`src/rtl/seg_scan_ctrl_if.sv`:
```
// Display-data load side and scan outputs of the seven-segment scan controller.
// master = value producer / observer, slave = seg_scan_ctrl.
interface seg_scan_ctrl_if;
  logic        load;
  logic [15:0] data_in;
  logic [3:0]  blank_in;
  logic        lz_en;
  logic [3:0]  digit_val;
  logic [3:0]  an;
  logic [1:0]  digit_idx;
  logic        frame_done;
  logic        upd_pending;

  modport master (
    output load, data_in, blank_in, lz_en,
    input  digit_val, an, digit_idx, frame_done, upd_pending
  );

  modport slave (
    input  load, data_in, blank_in, lz_en,
    output digit_val, an, digit_idx, frame_done, upd_pending
  );
endinterface

```
`src/rtl/seg_scan_ctrl.sv`:
```
// Four-digit time-multiplexed seven-segment scan with frame-aligned double-buffered
// display data, per-digit blanking and leading-zero suppression.
module seg_scan_ctrl #(
  parameter int SHOW_CYC = 50000,
  parameter int GAP_CYC  = 500,
  parameter int CW       = 20
) (
  input logic            clk,
  input logic            reset,
  seg_scan_ctrl_if.slave bus
);
  // state | meaning
  // SHOW  | anode of digit_idx low (unless dark), its nibble on digit_val
  // GAP   | all anodes off, digit_val held; never entered when GAP_CYC = 0

  typedef enum logic {SHOW = 1'b0, GAP = 1'b1} state_t;

  localparam bit             HAS_GAP   = (GAP_CYC > 0);
  localparam logic [CW-1:0]  SHOW_LAST = CW'(SHOW_CYC - 1);
  localparam logic [CW-1:0]  GAP_LAST  = CW'(HAS_GAP ? GAP_CYC - 1 : 0);

  state_t        state, state_n;
  logic [1:0]    idx_q, idx_n;
  logic [CW-1:0] cnt_q, cnt_n;

  logic [15:0]   shadow_word, shadow_word_n;
  logic [3:0]    shadow_mask, shadow_mask_n;
  logic          shadow_lz, shadow_lz_n;
  logic [15:0]   pend_word, pend_word_n;
  logic [3:0]    pend_mask, pend_mask_n;
  logic          pend_lz, pend_lz_n;
  logic          upd_q, upd_n;

  logic [3:0]    an_q, an_n;
  logic [3:0]    dval_q, dval_n;
  logic          fdone_q, fdone_n;

  logic          slot_end;
  logic          boundary;
  logic          lz3, lz2, lz1;
  logic [3:0]    dark;

  always_comb begin
    state_n       = state;
    idx_n         = idx_q;
    cnt_n         = cnt_q + CW'(1);
    shadow_word_n = shadow_word;
    shadow_mask_n = shadow_mask;
    shadow_lz_n   = shadow_lz;
    pend_word_n   = pend_word;
    pend_mask_n   = pend_mask;
    pend_lz_n     = pend_lz;
    upd_n         = upd_q;

    slot_end = (state == SHOW) ? (cnt_q == SHOW_LAST) : (cnt_q == GAP_LAST);
    boundary = slot_end && (idx_q == 2'd3) && ((state == GAP) || !HAS_GAP);

    if (slot_end) begin
      cnt_n = '0;
      if ((state == SHOW) && HAS_GAP) begin
        state_n = GAP;
      end else begin
        state_n = SHOW;
        idx_n   = idx_q + 2'd1;
      end
    end

    // A load landing on the boundary goes straight to the shadow so it is not
    // delayed by a whole frame.
    if (boundary) begin
      if (bus.load) begin
        shadow_word_n = bus.data_in;
        shadow_mask_n = bus.blank_in;
        shadow_lz_n   = bus.lz_en;
      end else if (upd_q) begin
        shadow_word_n = pend_word;
        shadow_mask_n = pend_mask;
        shadow_lz_n   = pend_lz;
      end
      upd_n = 1'b0;
    end else if (bus.load) begin
      pend_word_n = bus.data_in;
      pend_mask_n = bus.blank_in;
      pend_lz_n   = bus.lz_en;
      upd_n       = 1'b1;
    end

    lz3  = shadow_lz_n && (shadow_word_n[15:12] == 4'h0);
    lz2  = lz3 && (shadow_word_n[11:8] == 4'h0);
    lz1  = lz2 && (shadow_word_n[7:4] == 4'h0);
    dark = shadow_mask_n | {lz3, lz2, lz1, 1'b0};

    // Outputs are computed from the next state so they line up with digit_idx.
    an_n   = 4'b1111;
    dval_n = dval_q;
    if (state_n == SHOW) begin
      dval_n = shadow_word_n[{idx_n, 2'b00} +: 4];
      if (!dark[idx_n]) an_n[idx_n] = 1'b0;
    end

    fdone_n = (idx_n == 2'd3) &&
              (HAS_GAP ? ((state_n == GAP) && (cnt_n == GAP_LAST)) : (cnt_n == SHOW_LAST));
  end

  always_ff @(posedge clk) begin
    if (reset) begin
      state       <= SHOW;
      idx_q       <= 2'd0;
      cnt_q       <= '0;
      shadow_word <= 16'h0;
      shadow_mask <= 4'h0;
      shadow_lz   <= 1'b0;
      pend_word   <= 16'h0;
      pend_mask   <= 4'h0;
      pend_lz     <= 1'b0;
      upd_q       <= 1'b0;
      an_q        <= 4'b1111;
      dval_q      <= 4'h0;
      fdone_q     <= 1'b0;
    end else begin
      state       <= state_n;
      idx_q       <= idx_n;
      cnt_q       <= cnt_n;
      shadow_word <= shadow_word_n;
      shadow_mask <= shadow_mask_n;
      shadow_lz   <= shadow_lz_n;
      pend_word   <= pend_word_n;
      pend_mask   <= pend_mask_n;
      pend_lz     <= pend_lz_n;
      upd_q       <= upd_n;
      an_q        <= an_n;
      dval_q      <= dval_n;
      fdone_q     <= fdone_n;
    end
  end

  assign bus.digit_val   = dval_q;
  assign bus.an          = an_q;
  assign bus.digit_idx   = idx_q;
  assign bus.frame_done  = fdone_q;
  assign bus.upd_pending = upd_q;
endmodule

```
`src/flat_wrapper.sv`:
```
// flat-port wrapper written by rule: the top's interface ports become plain ports
module seg_scan_ctrl_flat 
#(
  parameter int SHOW_CYC = 50000,
  parameter int GAP_CYC  = 500,
  parameter int CW       = 20
)
  (clk, reset, bus_load, bus_data_in, bus_blank_in, bus_lz_en, bus_digit_val, bus_an, bus_digit_idx, bus_frame_done, bus_upd_pending);
  seg_scan_ctrl_if bus_i ();
  input logic clk;
  input logic reset;
  input wire logic [$bits(bus_i.load)-1:0] bus_load;
  input wire logic [$bits(bus_i.data_in)-1:0] bus_data_in;
  input wire logic [$bits(bus_i.blank_in)-1:0] bus_blank_in;
  input wire logic [$bits(bus_i.lz_en)-1:0] bus_lz_en;
  output wire logic [$bits(bus_i.digit_val)-1:0] bus_digit_val;
  output wire logic [$bits(bus_i.an)-1:0] bus_an;
  output wire logic [$bits(bus_i.digit_idx)-1:0] bus_digit_idx;
  output wire logic [$bits(bus_i.frame_done)-1:0] bus_frame_done;
  output wire logic [$bits(bus_i.upd_pending)-1:0] bus_upd_pending;
  assign bus_i.load = bus_load;
  assign bus_i.data_in = bus_data_in;
  assign bus_i.blank_in = bus_blank_in;
  assign bus_i.lz_en = bus_lz_en;
  assign bus_digit_val = bus_i.digit_val;
  assign bus_an = bus_i.an;
  assign bus_digit_idx = bus_i.digit_idx;
  assign bus_frame_done = bus_i.frame_done;
  assign bus_upd_pending = bus_i.upd_pending;
  seg_scan_ctrl #(.SHOW_CYC(SHOW_CYC), .GAP_CYC(GAP_CYC), .CW(CW)) u_core (.clk(clk), .reset(reset), .bus(bus_i));
endmodule
```
`config.mk`:
```
export PLATFORM = sky130hd
export DESIGN_NAME = seg_scan_ctrl_flat
export DESIGN_NICKNAME = d
export VERILOG_FILES = /design/src/rtl/seg_scan_ctrl_if.sv /design/src/rtl/seg_scan_ctrl.sv /design/src/flat_wrapper.sv
export SDC_FILE = /design/constraint.sdc
export NUM_CORES = 1
export LEC_CHECK = 0
export CAP_MARGIN = 25
export CELL_PAD_IN_SITES_DETAIL_PLACEMENT = 1
export CELL_PAD_IN_SITES_GLOBAL_PLACEMENT = 1
export CORE_MARGIN = 5
export CORE_UTILIZATION = 30
export DETAILED_ROUTE_END_ITERATION = 8
export PLACE_DENSITY_LB_ADDON = 0.1
export SYNTH_ARGS = -nofsm -noshare
export SYNTH_HDL_FRONTEND = slang
export SYNTH_SLANG_ARGS = --single-unit
```
`constraint.sdc`:
```
create_clock -name clk -period 2.8 [get_ports clk]
set_input_delay 0.28 -clock clk [delete_from_list [all_inputs] [get_ports clk]]
set_output_delay 0.28 -clock clk [all_outputs]
set_load 0.01 [all_outputs]
```
==> results.cfg, run 1 <==
[timing]
max_slew_margin_pct = 57.3
finalCritPeriodShare_pct = 92.9
finalSetupViolations = 0
tightest_slew_ps = 640
whs_ps = 407
skew_ps = 7.50
final-hold-violation-count = 0
setup_tns_ps = 0
slew_violations = 0
fin_crit_ps = 2600
setup_ws_ps = 200
rsz0062_at_grt = no
clock.fmax_mhz = 385

[status]
status = finished clean

[final_layout]
areaGrowthSynthToFinish_pct = 24.6
drive_gt1_share_pct = 12.3
seq_area_sq_um = 1500
nNetsFinal = 509
diodes = 0
n_fill_cell = 1425
multi_input_area_sq_um = 1990

[pwr]
p_leak_nw = 1.64
p_sw_w = 0.000569
switching_share_pct = 22.5
pwr-share-clk_pct = 50.0
finalPower_w = 0.00253
pwr-share-comb_pct = 6.2
p_seq_share_pct = 43.8
p_int_w = 0.00196
power_density_nw_per_um2 = 552
vdd_ir_drop_max_uv = 206

[grt]
use_met2_pct = 23.5
met1_usage_pct = 22.8
globalRouteOverflowTotal = 0
grt_pass1_wl_um = 18000
grt_pass1_vias = 3381
grt_use_total_pct = 16.0
grt_use_met3_pct = 3.09
antenna_found_initial = 0
grt.busiest_layer = met2
grt_max_degree = 54

[clocking]
root_buffer = clkbuf_16
cts_sinks = 75
cts.path.max_buffers = 2
cts_tree = built
postCtsSetupRepairBufs = 0
cts_resized = 0
h-tree-depth = 3
clkTransAtPathRegs_ps = 60
cts_buffers = 9
cts_hold_buffers = 0
clk_latency_ps = 340

[worst_setup_path]
crit_fanout = 9
worst-setup-path-type = reg -> reg
end_kind = flip-flop
worstSetupStartpointType = flip-flop
worstPathCellList = nor4b_4, nand3_1, nor2_2, nand2_1, mux2_2, nor4_1, nand4_1, nor3_1
crit_slowest_cell = dfxtp_1
r2r_cells = 8
cp_data_required_time_ps = 3050
cp.arrival_ps = 2850
slowest_delay_ps = 420

[floorplanning]
rows = 40
pin_count = 36
fp.dieW_um = 121
initial_core_util_pct = 30.6
die_y_um = 121
die-area_sq_um = 14600
core_sq_um = 12000

[yosys]
synth_area_per_cell_sq_um = 8.35
syn_inst = 440
synth-edff-count = 0
synth_cell_types = 59
syn_area_sq_um = 3670
async_reset_ff_share_pct = 0
yosysMostFrequentCell = dfxtp_1
synth_top_area_share_pct = 40.9
synth_common_cells = 75 x dfxtp_1, 65 x nor2_1, 49 x nand3_1
synth_area_leaders = dfxtp_1 41%, nand3_1 6.7%, nor2_1 6.6%
syn_nets = 466
synth_ff_type = dfxtp_1
synth-seq-cells = 75
synth-seq-area-share_pct = 40.9
ys_warn_count = 0
yosysTopAreaCell = dfxtp_1

[job]
cap_viol_max_count = 0

[placed_design]
hpwl_um = 8250
gp_congestion = 0.779
dp_slack_ps = 182
io_buffers = 35

[hold_path]
hp-class = in -> reg
min_path_cells = 5

[routing]
wl_um = 11400
drt_iter0_drc = 141
avgRoutedWirePerCell_um = 17.9
final_antenna_net_count = 0
detail_route.first_pass.iterations = 4
vias_per_cell = 5.40
vias = 3422
drcViolationCount = 0
## state kept, by name, indices dropped and copies added, names as in the netlist
name,cells
u_core.pend_lz,1
u_core.bus.an,4
u_core.bus.digit_idx,2
u_core.bus.frame_done,1
u_core.shadow_word,16
u_core.bus.upd_pending,1
u_core.pend_word,16
u_core.cnt_q,20
u_core.state,1
u_core.shadow_mask,4
u_core.pend_mask,4
u_core.shadow_lz,1
u_core.bus.digit_val,4
## critical path, delay by kind of cell, from the launching register on
| kind | cells | cell delay (ps) |
|---|---|---|
| and+or+nand+nor | 7 | 1740 |
| muxes | 1 | 360 |
| DFF | 1 | 420 |
## cell type report
type | count | area share, %
multi-input combinational | 326 | 43.5
sequential | 75 | 32.8
inverter | 9 | 0.793
clock buffer | 11 | 5.30
timing repair buffer | 62 | 12.0
clock inverter | 4 | 1.64
tap | 147 | 4.02
## power by group through the flow
| stage | Combinational [W] | Sequential [W] | Clock [W] |
|---|---|---|---|
| floorplan | 0.0000811 | 0.00113 | 0 |
| global placement | 0.000157 | 0.00113 | 0 |
| detailed placement | 0.000157 | 0.00113 | 0 |
| CTS | 0.000158 | 0.00111 | 0.00130 |
| global route | 0.000171 | 0.00111 | 0.00135 |
| finish | 0.000156 | 0.00111 | 0.00127 |
## metrics by stage
| step | util, % | cells | cell area [sq um] |
|---|---|---|---|
| after global routing | 38.1 | 634 | 4580 |
| after floorplan | - | 440 | 3670 |
| after global placement | 35.5 | 619 | 4260 |
| after detailed placement | 35.5 | 619 | 4260 |
| final | 38.1 | 634 | 4580 |
| after CTS | 38.1 | 634 | 4580 |
## cell usage in the layout, fill, tap and decap left out, types with 7 or more instances in the layout
cell	netlist	final
nor2_1	65	65
clkbuf_16	0	9
xor2_1	9	9
xnor2_1	13	13
a32oi_1	15	15
buf_4	3	27
mux2i_1	10	10
dfxtp_1	75	75
and3_1	10	10
clkdlybuf4s50_1	0	34
nand2_1	35	35
o22a_1	7	7
a31oi_1	14	14
nand4_1	8	8
nand3_1	49	49
o21ai_0	8	8
a21oi_1	23	23
inv_1	8	8
nor3_1	11	11
## kinds of logic (layout without fill, tap and decap cells)
family,after synthesis,count (layout),synth area share [%]
and+or+nand+nor,209,209,30.0
AOI/OAI and AO/OA,82,82,15.2
DFF,75,75,40.9
buffers and inverters,39,86,4.97
xor gates and xnor gates,22,22,5.25
muxes,11,11,3.03
adders and majority gates,2,2,0.681
## metal layers
metal | share of wire, % | vias to the layer above
met1 | 52 | 1674
met3 | 3.5 | 12
li1 | - | 1682
met4 | 1.8 | 0
met5 | 0 | -
met2 | 43 | 54
## worst paths after layout
kind / slack (ps) / start / endpoint
worst max register to register: 200 / u_core.cnt_q[2] / u_core.bus.frame_done
worst min register to register: 460 / u_core.pend_lz / u_core.pend_lz
worst min-delay path: 410 / reset / u_core.bus.frame_done
worst max-delay path: 200 / u_core.cnt_q[2] / u_core.bus.frame_done
Note: power is estimated with default switching activity, not from simulation.
==> run 2, diff against run 1 <==
- CTS_CLUSTER_SIZE: default -> 16
==> results of run 2 <==
The final DEF is identical to that of run 1; final timing and power are the same.
